File: config.mk
export PLATFORM = sky130hd
export DESIGN_NAME = exec_sequencer
export DESIGN_NICKNAME = d
export VERILOG_FILES = /design/src/rtl/exec_sequencer.sv
export SDC_FILE = /design/constraint.sdc
export NUM_CORES = 1
export LEC_CHECK = 0
export BUFFER_PORTS_ARGS = -buffer_cell sky130_fd_sc_hd__buf_2
export CAP_MARGIN = 10
export CORE_ASPECT_RATIO = 0.5
export CORE_UTILIZATION = 55
export DETAILED_ROUTE_END_ITERATION = 6
export MAX_ROUTING_LAYER = met4
export PLACE_DENSITY = 0.87
export SLEW_MARGIN = 40
export SYNTH_ARGS = -nofsm -noshare
export SYNTH_HDL_FRONTEND = slang
export SYNTH_SLANG_ARGS = --single-unit
File: constraint.sdc
create_clock -name clk -period 3.2 [get_ports clk]
set_input_delay 0.32 -clock clk [delete_from_list [all_inputs] [get_ports clk]]
set_output_delay 0.32 -clock clk [all_outputs]
set_load 0.01 [all_outputs]
File: src/rtl/exec_sequencer.sv
// Instruction sequencer for the 4-bit SimpleMicroprocessor.
// Fetches 16-bit instructions over a req/ack handshake. It then steps the phase
// bus through FETCH, DECODE, READ and EXEC, and drives the register-file
// addresses, the ALU opcode and the write enable. Every output comes straight
// from a flop.
module exec_sequencer #(
  parameter int         PC_W    = 4,
  parameter logic [3:0] S_IDLE   = 4'b0000,
  parameter logic [3:0] S_FETCH  = 4'b0001,
  parameter logic [3:0] S_DECODE = 4'b0010,
  parameter logic [3:0] S_READ   = 4'b0100,
  parameter logic [3:0] S_EXEC   = 4'b1110,
  parameter logic [3:0] S_HALT   = 4'b1111
) (
  input  logic            clk,
  input  logic            rst,
  input  logic            run,
  output logic            imem_req,
  output logic [PC_W-1:0] imem_addr,
  input  logic            imem_ack,
  input  logic [15:0]     imem_data,
  output logic [3:0]      pst,
  output logic [3:0]      Rd1,
  output logic [3:0]      Rd2,
  output logic [3:0]      Wr,
  output logic [3:0]      alu_op,
  output logic            Reg_Write,
  input  logic            overflow,
  input  logic            underflow,
  output logic [PC_W-1:0] pc,
  output logic            halted,
  output logic            flow_err
);

  typedef enum logic [3:0] {
    ST_IDLE   = S_IDLE,
    ST_FETCH  = S_FETCH,
    ST_DECODE = S_DECODE,
    ST_READ   = S_READ,
    ST_EXEC   = S_EXEC,
    ST_HALT   = S_HALT
  } state_t;

  state_t          state_q, state_d;
  logic [15:0]     instr_q, instr_d;
  logic            req_d, rw_d, halted_d, ferr_d;
  logic [3:0]      rd1_d, rd2_d, wr_d, op_d;
  logic [PC_W-1:0] pc_d;

  // Opcodes 0x1..0xD write back; 0x0 (NOP), 0xE (compare) and 0xF (HALT) do not.
  function automatic logic is_writeback(input logic [3:0] op);
    return (op != 4'h0) && (op < 4'hE);
  endfunction

  assign pst       = state_q;
  assign imem_addr = pc;

  // Next-state and next-output decode. Each register holds its value unless its phase updates it.
  always_comb begin
    state_d  = state_q;
    instr_d  = instr_q;
    req_d    = imem_req;
    rw_d     = 1'b0;
    rd1_d    = Rd1;
    rd2_d    = Rd2;
    wr_d     = Wr;
    op_d     = alu_op;
    pc_d     = pc;
    ferr_d   = flow_err;
    case (state_q)
      ST_IDLE: begin
        if (run) begin
          state_d = ST_FETCH;
          req_d   = 1'b1;
          ferr_d  = 1'b0;
        end
      end
      ST_FETCH: begin
        // imem_data is trusted only in the cycle it is acknowledged.
        if (imem_ack) begin
          instr_d = imem_data;
          req_d   = 1'b0;
          state_d = ST_DECODE;
        end
      end
      ST_DECODE: begin
        op_d  = instr_q[15:12];
        wr_d  = instr_q[11:8];
        rd1_d = instr_q[7:4];
        rd2_d = instr_q[3:0];
        if (instr_q[15:12] == 4'hF) begin
          state_d = ST_HALT;
        end else begin
          state_d = ST_READ;
        end
      end
      ST_READ: begin
        // Enable is raised on entry to EXEC, so it is high only while pst shows EXEC.
        state_d = ST_EXEC;
        rw_d    = is_writeback(instr_q[15:12]);
      end
      ST_EXEC: begin
        if (Reg_Write && (overflow || underflow)) begin
          ferr_d = 1'b1;
        end
        pc_d = pc + {{(PC_W-1){1'b0}}, 1'b1};
        if (run) begin
          state_d = ST_FETCH;
          req_d   = 1'b1;
        end else begin
          state_d = ST_IDLE;
        end
      end
      ST_HALT: begin
        if (!run) begin
          state_d = ST_IDLE;
          pc_d    = '0;
        end
      end
      default: begin
        state_d = ST_IDLE;
        req_d   = 1'b0;
      end
    endcase
    halted_d = (state_d == ST_HALT);
  end

  // State and output registers. Reset clears them at once, without waiting for a clock edge.
  always_ff @(posedge clk or posedge rst) begin
    if (rst) begin
      state_q   <= ST_IDLE;
      instr_q   <= '0;
      imem_req  <= 1'b0;
      Reg_Write <= 1'b0;
      Rd1       <= '0;
      Rd2       <= '0;
      Wr        <= '0;
      alu_op    <= '0;
      pc        <= '0;
      halted    <= 1'b0;
      flow_err  <= 1'b0;
    end else begin
      state_q   <= state_d;
      instr_q   <= instr_d;
      imem_req  <= req_d;
      Reg_Write <= rw_d;
      Rd1       <= rd1_d;
      Rd2       <= rd2_d;
      Wr        <= wr_d;
      alu_op    <= op_d;
      pc        <= pc_d;
      halted    <= halted_d;
      flow_err  <= ferr_d;
    end
  end

endmodule

Word level (Yosys, flattened, before mapping)
Index checks and enable logic that the tools add are counted.

operators by class
  equality and inequality tests = 12
  muxes and demuxes = 15
  add/subtract/negate cells = 1
  bitwise gates (word level) = 1
  $lt $le $gt $ge = 1
  reduce and logical (&&, ||, !) cells = 13

operators with widths
  operator             count
  $pmux 4 s6           1
  $mux 4               5
  $eq 4x4->1 const B   4
  $ne 2x2->1 const B   4
  $pmux 4 s2           1
  $mux 1               6
  $reduce_and 3->1     2
  $add 4x1->4 const B  1
  $eq 4x1->1 const B   1
  $eq 4x2->1 const B   1
  $eq 4x3->1 const B   1
  $logic_not 4->1      1
  $lt 4x4->1 const B   1
  $reduce_and 2->1     2
  $reduce_bool 2->1    2
  $reduce_bool 4->1    1
  $pmux 1 s3           1
  $reduce_or 3->1      1
  $logic_and 1x1->1    2
  $ne 2x1->1 const B   1
  $pmux 1 s2           1
  $reduce_or 2->1      1
  $logic_or 1x1->1     1
  $not 1->1            1

word-level totals
  input bits = 22
  output and inout port bits = 32
  flip-flop bits (word level) = 44
  logic and storage cells = 54

Longest topological paths before layout
Gate-level depths: netlist of run 1.

  depth in word-level cells = 4
  gate-level depth with buffers = 5
  mapped depth without buffers = 4

Least setup slack after synthesis of run 1
No wires, ideal clock.

  path kind = reg2reg
  start point = register state_q[1] (netlist: pst[1])
  end point = register instr_q[10]
  buffers on the path = 2
  library setup time = 0.125 ns
  period minus slack after synthesis = 1.705 ns
  required time = 3.075 ns
  stages on the path, launching flop included = 5
  arrival = 1.580 ns
  slack = 1.495 ns
  path through = dfrtp_1 buf_4 nor4_4 buf_8 mux2_4

on the way
  word-level cells in the longest chain between the ends = 2

RTL lines
  what                        line  source
  start: declaration          44    state_t state_q, state_d;
  start signal: assignment    143   state_q <= state_d;
  $eq 4x1->1                  70    case (state_q)
  $reduce_and 2->1 (no line)  --
  end signal: assignment      144   instr_q <= instr_d;
  end: declaration            45    logic [15:0] instr_q, instr_d;

No other way between the ends.
A chain may end at the register's enable or synchronous reset.

Worst setup path after layout of run 1
  start point = register state_q[0] (netlist: pst[0])
  end point = register instr_q[12]

Same word-level chain as after synthesis.

==> impl_metrics.yaml, run 1 <==
timing:
  hold_violations: 0
  tns_ns: 0
  rsz0062_at_grt: "no"
  skew_ns: 0.009057
  setup_viol: 0
  slew_violations: 0
  relSlewSlack_pct: 55.63
  setup_slack_ns: 1.034
  period_needed_ns: 2.166
  worstMarginPinSlew_ns: 0.6605
  final.period_utilization_pct: 67.70
  clock.fmax_ghz: 0.4616
place:
  gp_congestion: 0.7545
  io_buffers: 53
  placedCellCount: 228
  pre_cts_ws_ns: 1.049
  dpl.hpwl_um: 2526
critical_path:
  rrSetupSlack_ns: 1.03
  crit_path_start: "pst[0]"
  crit_fanout: 14
  reg2reg_to: "instr_q[12]"
  crit_path_end_kind: "flop"
  worstPathArrival_ns: 2.35
  reg2reg_from: "pst[0]"
  cp_data_required_time_ns: 3.38
  cpMaxStageDelayCell: "dfrtp_1"
  path_class: "flop to flop"
  endpoint: "instr_q[12]"
  crit_path_cell_trace: "nand2_1 > nor4_4 > buf_4 > mux2_4"
  r2r_cells: 4
  max_stage_delay_ns: 0.65
  cp-start-kind: "flop"
drt:
  vias_per_cell: 5.081
  first_pass_iters: 4
  drtAntennaViolNets: 0
  drtIter0Drc: 77
  wirelength_um: 3640
  num_vias: 1194
  post-route-drc-count: 0
  wl_per_cell_um: 15.49
cells_and_area:
  drive_above_1_share_pct: 52.94
  layout_common_cells: "53 x buf_2, 44 x dfrtp_1, 17 x mux2_4, 15 x mux2_2"
  stdcell_count: 235
  n_antenna_cell: 0
  layout.nets: 210
  layout_commonest_cell: "buf_2"
  area_growth_syn_to_layout_pct: 18.13
  n_fill_cell: 222
clocking:
  clock_tree.buffer_depth: 2
  clock_latency_ns: 0.30
  hold_buffers: 0
  cts_tree: "yes"
  ctsRootBufferMaster: "clkbuf_8"
  post-cts-setup-buffers: 0
  cts_inserted_buffers: 5
  htree_levels: 2
  cts_resized: 0
  cts.clk_slew.worst_paths_ns: 0.07
  clock_sinks: 44
hold_path:
  hold_path.class: "primary input to async pin"
floorplanning:
  fp.dieArea_um2: 3794
  start_util_pct: 61.03
  coreArea_um2: 3188
  io_pins: 54
  die_width_um: 86.11
  num_rows: 14
  fp.dieH_um: 44.06
global_routing:
  grt_pass1_vias: 1209
  grt_pass1_wl_um: 6023
  grt_start_max_net_pins: 45
  overflow: 0
  grt_usage_pct: 23.05
  antenna_found_initial: 0
yosys:
  ys_seq_area_share_pct: 56.59
  ys.warnings.count: 0
  synth_top_cell_by_area: "dfrtp_1"
  synthTopCellsByArea: "dfrtp_1 57%, mux2_4 13%, mux2_2 8.7%, buf_4 1.9%, nand2_1 1.4%"
  synth.net_count: 158
  syn_inst: 135
  syn_area_um2: 1946
  syn_avg_cell_area_um2: 14.41
  ys_seq_elements: 44
  synth_top_area_share_pct: 56.59
  synth_cell_types: 33
pwr:
  power.density_nw_per_um2: 951.6
  p_int_w: 0.001471
  power_frac_clock_pct: 16.8
  swShare_pct: 32.77
  power_frac_seq_pct: 46.5
  comb_power_share_pct: 36.8
  ir_worst_vdd_v: 0.0004870
  p_sw_w: 0.0007167
  leakage_nw: 1.158
run:
  cap_violations: 0
run_status:
  status: "completed"
state kept, by name, summed over array words and instances (netlist names):
| register | flops |
|---|---|
| Wr | 4 |
| imem_addr | 4 |
| imem_req | 1 |
| alu_op | 4 |
| flow_err | 1 |
| pst | 4 |
| instr_q | 16 |
| halted | 1 |
| Rd2 | 4 |
| Reg_Write | 1 |
| Rd1 | 4 |
power groups by stage:
stage	Combinational [W]	Clock (W)	Sequential, W
6_report	0.000805	0.000366	0.00102
5_1_grt	0.000874	0.000400	0.00105
4_1_cts	0.000814	0.000374	0.00101
3_5_place_dp	0.000808	0	0.00102
3_3_place_gp	0.000783	0	0.00100
2_1_floorplan	0.000593	0	0.00101
Yosys cell counts (all sizes together):
cell    count
a21o        2
a21oi       2
a221o       1
a22o        1
a31oi       1
a32o        1
and3        2
and4        1
buf         9
clkbuf      1
dfrtp      44
ha          1
inv         2
mux2       32
nand2       7
nand2b      2
nand3       4
nand3b      2
nor2b       1
nor3        5
nor4        3
nor4b       2
o211ai      1
o21ai       5
o21bai      2
or4b        1
kinds of logic after synthesis:
logic type	count (synthesis)	synth area share (%)
DFF	44	56.59
muxes	32	21.80
and+or+nand+nor	30	10.74
AOI/OAI and AO/OA	16	5.530
buffers and inverters	12	4.694
adders and majority gates	1	0.6430
final cells by class:
| class | count | area, um^2 | area share [%] |
|---|---|---|---|
| tap | 48 | 60.06 | 2.613 |
| timing repair buffer | 55 | 280.3 | 12.19 |
| inverter | 2 | 7.507 | 0.3266 |
| multi-input combinational | 79 | 753.2 | 32.77 |
| clock buffer | 7 | 96.34 | 4.192 |
| sequential | 44 | 1101 | 47.90 |
worst max-delay path, delay by kind of cell, from the launching register on:
| family | cells | cell delay, ns |
|---|---|---|
| multiplexers | 1 | 0.32 |
| buffers and inverters | 1 | 0.33 |
| flip-flops | 1 | 0.65 |
| AND/OR/NAND/NOR | 2 | 0.75 |
stage by stage:
stage          hold WS [ns]  power (W)  cell area (um^2)  util [%]
3_5_place_dp         0.4621   0.001829              2202     69.07
2_1_floorplan        0.4507   0.001600              1946         -
6_report             0.1390   0.002187              2298     72.10
5_1_grt              0.1853   0.002324              2298     72.10
3_3_place_gp         0.4627   0.001784              2202     69.07
4_1_cts              0.1501   0.002203              2298     72.10
worst min path at each step:
stage             start         end  depth (start not counted)
6_report            rst  instr_q[8]                          3
5_1_grt             rst      Rd1[1]                          3
4_1_cts             rst       Wr[0]                          3
3_5_place_dp   flow_err    flow_err                          1
3_3_place_gp   flow_err    flow_err                          1
2_1_floorplan       run      pst[0]                          2
per-layer routing:
layer	global-route usage [%]	part of all wire (%)
met1	29.75	50
met3	8.582	5.2
met4	6.333	1.2
met5	-	0
met2	34.92	43
Power figures use the tool's default switching activity.
==> run 2, diff against run 1 <==
--- a/config.mk
+++ b/config.mk
@@ -5,13 +5,14 @@
 export SDC_FILE = /design/constraint.sdc
 export NUM_CORES = 1
 export LEC_CHECK = 0
+export ABC_AREA = 1
 export BUFFER_PORTS_ARGS = -buffer_cell sky130_fd_sc_hd__buf_2
 export CAP_MARGIN = 10
 export CORE_ASPECT_RATIO = 0.5
-export CORE_UTILIZATION = 55
+export CORE_UTILIZATION = 47
 export DETAILED_ROUTE_END_ITERATION = 6
 export MAX_ROUTING_LAYER = met4
-export PLACE_DENSITY = 0.87
+export PLACE_DENSITY = 0.8
 export SLEW_MARGIN = 40
 export SYNTH_ARGS = -nofsm -noshare
 export SYNTH_HDL_FRONTEND = slang
==> constraint.sdc (replaced) <==
create_clock -name clk -period 1.83 [get_ports clk]
set_input_delay 0.183 -clock clk [delete_from_list [all_inputs] [get_ports clk]]
set_output_delay 0.183 -clock clk [all_outputs]
set_load 0.01 [all_outputs]
==> impl_metrics.yaml, run 2 <==
run_status:
  status: "completed"
cells_and_area:
  layout.nets: 284
  seq_area_um2: 1101
  top_register: "instr_q"
  area_growth_syn_to_layout_pct: 18.82
  fin_util_pct: 59.67
  largest_reg_flops: 16
  n_antenna_cell: 0
  drive_above_1_share_pct: 40.46
  n_fill_cell: 346
  multiInputGateArea_um2: 686.9
  layout_common_cells: "53 x buf_2, 44 x dfrtp_1, 42 x nand2_1, 22 x inv_1, 16 x nand2_2"
  layout_commonest_cell: "buf_2"
  stdcell_count: 316
drt:
  first_pass_iters: 4
  drtAntennaViolNets: 0
  vias_per_cell: 4.646
  wl_per_cell_um: 11.44
  wirelength_um: 3615
  drtIter0Drc: 102
  num_vias: 1468
  post-route-drc-count: 0
yosys:
  synth.net_count: 231
  ys_top_cells_by_count: "44 x dfrtp_1, 42 x nand2_1, 23 x inv_1"
  ys_seq_elements: 44
  yosysMostFrequentCell: "dfrtp_1"
  synth_top_area_share_pct: 55.03
  synth_cell_types: 24
  syn_avg_cell_area_um2: 9.619
  synthArstFlopShare_pct: 100.0
  ys.flop_type: "dfrtp_1"
  ys_seq_area_share_pct: 55.03
  syn_area_um2: 2001
  syn_inst: 208
  synth_top_cell_by_area: "dfrtp_1"
  synthTopCellsByArea: "dfrtp_1 55%, nand2_1 7.9%, o21ai_2 6.1%, nand2_2 5.0%, inv_1 4.3%"
  ys.warnings.count: 0
  synth_enable_flop_cells: 0
critical_path:
  crit_fanout: 34
  critical-path-top-delay-family: "simple AND/OR/NAND/NOR gates"
  crit_buf_inv: 2
  cp-start-kind: "flop"
  path_class: "flop to flop"
  cpMaxStageDelayCell: "dfrtp_1"
  max_stage_delay_ns: 0.45
  crit_path_cell_trace: "inv_2 > nor2_4 > nand2_4 > inv_2 > nor2_1 > nand3_1 > nand2_1 > nand2_1"
  crit_path_start: "pst[1]"
  rrSetupSlack_ns: 0.43
  cp_data_required_time_ns: 2.02
  reg2reg_from: "pst[1]"
  worstPathArrival_ns: 1.60
  crit_path_end_kind: "flop"
clocking:
  htree_levels: 2
  post-cts-setup-buffers: 0
  cts_inserted_buffers: 5
  cts.clk_slew.worst_paths_ns: 0.08
  clock_tree.buffer_depth: 2
  ctsRootBufferMaster: "clkbuf_8"
  clock_sinks: 44
  cts_tree: "yes"
  clock_latency_ns: 0.29
floorplanning:
  die_width_um: 94.27
  fp.dieArea_um2: 4538
  start_util_pct: 50.22
  coreArea_um2: 3984
  fp.dieH_um: 48.14
  num_rows: 16
  io_pins: 54
pwr:
  p_int_w: 0.002477
  comb_power_share_pct: 39.6
  swShare_pct: 38.75
  power_frac_clock_pct: 19.3
  power_frac_seq_pct: 41.0
  power_w: 0.004044
  leakage_nw: 1.279
  p_sw_w: 0.001567
  ir_worst_vdd_v: 0.0005114
  power.density_nw_per_um2: 1701
place:
  placedCellCount: 307
  dpl.hpwl_um: 2593
  gp_congestion: 0.8721
  io_buffers: 53
global_routing:
  grt_pass1_vias: 1231
  overflow: 0
  grt_pass1_wl_um: 5409
  antenna_found_initial: 0
  grt_usage_pct: 16.94
  grt_start_max_net_pins: 35
timing:
  slew_violations: 0
  hold_ws_ns: 0.08885
  skew_ns: 0.001525
  worstMarginPinSlew_ns: 0.5449
  hold_violations: 0
  setup_viol: 0
  relSlewSlack_pct: 63.62
  period_needed_ns: 1.403
  clock.fmax_ghz: 0.7126
  final.period_utilization_pct: 76.68
  tns_ns: 0
  rsz0062_at_grt: "no"
hold_path:
  hold_path.class: "primary input to flop"
  min-delay-start: "imem_data[15]"
run:
  cap_violations: 0
[run 2: kinds of logic after synthesis]
kind of cell	Yosys count	synth area share, %
buffers and inverters	38	10.63
adder cells (fa/ha/maj)	1	0.6253
AND/OR/NAND/NOR	86	21.14
XOR/XNOR	1	0.4379
AO/OA/AOI/OAI	38	12.13
flip-flops	44	55.03
[run 2: final timing paths]
kind | to | depth (start not counted)
worst max register to register | imem_req | 8
worst max-delay path | imem_req | 8
worst min-delay path | instr_q[15] | 3
worst min register to register | alu_op[0] | 2
min in group asynchronous | imem_addr[2] | 3
max in group asynchronous | instr_q[15] | 4
[run 2: final cells by class]
type                    instances  area share, %
flip-flops and latches         44          46.32
multi-input cells             126          28.89
repair buffers                 56          12.21
inverters                      28          4.632
clock buffers                   6          3.474
well taps                      54          2.842
clock inverters                 2          1.632
[run 2: metal layers]
metal / up-vias / track usage (%) / share of wire, %
li1: 751 / - / -
met1: 675 / 20.62 / 49
met2: 37 / 27.39 / 45
met3: 5 / 4.517 / 4.8
met4: 0 / 8.000 / 1.1
met5: - / - / 0
[run 2: power by group through the flow]
stage          Clock [W]  Sequential (W)  Combinational (W)
2_1_floorplan          0         0.00177            0.00113
3_3_place_gp           0         0.00166            0.00157
3_5_place_dp           0         0.00168            0.00162
4_1_cts         0.000793         0.00166            0.00163
5_1_grt         0.000829         0.00171            0.00181
6_report        0.000782         0.00166            0.00160
[run 2: worst min-delay path, delay by kind of cell]
kind	cells	cell delay [ns]
AOI/OAI and AO/OA	1	0.04
and+or+nand+nor	1	0.05
buffers and inverters	1	0.08
[run 2: per-stage QoR]
stage | instance area, um^2 | worst slack, ns
2_1_floorplan | 2001 | 0.6159
3_3_place_gp | 2246 | 0.5242
3_5_place_dp | 2246 | 0.4830
4_1_cts | 2377 | 0.4323
5_1_grt | 2377 | 0.3169
6_report | 2377 | 0.4267
[run 2: repair_timing]
action                    CTS  global route
resized for setup           0             0
hold endpoints to repair   24             0
hold buffers                1             0
==> run 3, diff against run 2 <==
==> constraint.sdc (replaced) <==
create_clock -name clk -period 1.2 [get_ports clk]
set_input_delay 0.12 -clock clk [delete_from_list [all_inputs] [get_ports clk]]
set_output_delay 0.12 -clock clk [all_outputs]
set_load 0.01 [all_outputs]
==> impl_metrics.yaml, run 3 (synthesized netlist as in run 2, its figures left out) <==
critical_path:
  r2r_cells: 6
  worstPathArrival_ns: 1.47
  path_class: "flop to flop"
  crit_path_end_kind: "flop"
  reg2reg_to: "instr_q[14]"
  rrSetupSlack_ns: -0.04
  cp_data_required_time_ns: 1.43
  reg2reg_from: "pst[2]"
  cp-start-kind: "flop"
  crit_fanout: 9
place:
  dpl.hpwl_um: 2703
  gp_congestion: 0.8503
  io_buffers: 53
clocking:
  clock_sinks: 44
  cts_tree: "yes"
  clock_tree.buffer_depth: 2
  cts.clk_slew.worst_paths_ns: 0.08
  clock_latency_ns: 0.29
  htree_levels: 2
  ctsRootBufferMaster: "clkbuf_8"
  cts_inserted_buffers: 5
drt:
  drtAntennaViolNets: 0
  vias_per_cell: 4.770
  post-route-drc-count: 0
  wirelength_um: 4048
  wl_per_cell_um: 12.57
  drtIter0Drc: 48
  first_pass_iters: 4
  num_vias: 1536
floorplanning:
  die_width_um: 94.27
  num_rows: 16
  fp.dieArea_um2: 4538
  fp.dieH_um: 48.14
  io_pins: 54
  start_util_pct: 50.22
  coreArea_um2: 3984
timing:
  setup_slack_ns: -0.04318
  hold_violations: 0
  period_needed_ns: 1.243
  hold_ws_ns: 0.02983
  rsz0062_at_grt: "yes"
  relSlewSlack_pct: 83.77
  setup_viol: 19
  slew_violations: 0
  worstMarginPinSlew_ns: 0.2426
  skew_ns: 0.009064
  final.period_utilization_pct: 103.6
  tns_ns: -0.5238
  clock.fmax_ghz: 0.8044
hold_path:
  whs_path_depth: 3
  hold_path_end: "instr_q[11]"
  hold_path.class: "primary input to flop"
  min-delay-start: "imem_data[11]"
global_routing:
  overflow: 0
  grt_pass1_wl_um: 5678
  grt_usage_pct: 17.53
  grt_pass1_vias: 1299
  grt_start_max_net_pins: 45
  antenna_found_initial: 0
cells_and_area:
  layout.nets: 290
  largest_reg_flops: 16
  layout_commonest_cell: "buf_2"
  layout_common_cells: "53 x buf_2, 40 x dfrtp_1, 32 x nand2_1, 21 x inv_1, 21 x nand2_2"
  top_register: "instr_q"
  area_growth_syn_to_layout_pct: 27.77
  drive_above_1_share_pct: 48.13
  n_antenna_cell: 0
pwr:
  ir_worst_vdd_v: 0.001107
  leakage_nw: 1.373
  power.density_nw_per_um2: 2509
run_status:
  failed_checks: "setup timing"
  status: "finished with violations"
run:
  cap_violations: 0
[run 3: cell types whose count changed in the layout (fill, tap and decap cells not counted), sizes merged]
cell      change
inv           +1
bufinv        -1
clkinvlp      +1
clkbuf        +3
clkinv        -2
buf           +4
[run 3: worst max-delay path by stage]
stage | startpoint | endpoint | slack (ns) | depth (start not counted)
2_1_floorplan | pst[2] | instr_q[13] | 0.03 | 5
3_3_place_gp | pst[3] | instr_q[7] | 0.04 | 6
3_5_place_dp | pst[2] | instr_q[0] | -0.02 | 6
6_report | pst[2] | instr_q[14] | -0.04 | 6
5_1_grt | pst[1] | imem_req | -0.1 | 7
4_1_cts | pst[3] | instr_q[8] | -0.03 | 6
[run 3: cell type report]
type / count / area (um^2)
Fill cell: 345 / 1428
Sequential cell: 44 / 1106
Multi-Input combinational cell: 126 / 755.7
Timing Repair Buffer: 62 / 420.4
Inverter: 28 / 112.6
Clock buffer: 7 / 86.33
Tap cell: 54 / 67.56
Clock inverter: 1 / 7.507
[run 3: per-stage QoR]
stage | instance area (um^2) | cells | utilization [%] | power (W) | worst slack (ns)
after floorplan | 2001 | 208 | - | 0.004435 | 0.02523
after global placement | 2311 | 309 | 58.01 | 0.005073 | 0.03623
after detailed placement | 2311 | 309 | 58.01 | 0.005209 | -0.02360
after CTS | 2421 | 318 | 60.77 | 0.006178 | -0.02852
after global routing | 2556 | 322 | 64.16 | 0.006937 | -0.09629
final | 2556 | 322 | 64.16 | 0.006415 | -0.04318
[run 3: power breakdown]
group          switching (W)  internal [W]
registers           0.000406       0.00216
clock network       0.000484      0.000468
logic                0.00167       0.00123
[run 3: worst max-delay path, cell delays in order (launching register included)]
cell and delay [ns]:
dfrtp_2 0.46, nor2_4 0.22, nand3_4 0.13, inv_8 0.11
clkbuf_16 0.16, nand2_2 0.05, o21ai_2 0.04
[run 3: layer usage]
metal	vias to the layer above	GRT usage, %	part of all wire (%)
met4	0	6.154	1.1
met2	43	29.57	49
met5	-	-	0
met1	721	21.05	44
li1	765	-	-
met3	7	4.829	5.6
[run 3: what timing repair did]
item / 4_1_cts / 5_1_grt
buffers inserted: 0 / 2
hold buffers: 1 / 0
endpoints found under the setup margin: 14 / 34
gates cloned: 0 / 2
gates resized for setup: 3 / 24
endpoints found under the hold margin: 44 / 0
pin swaps: 1 / 3
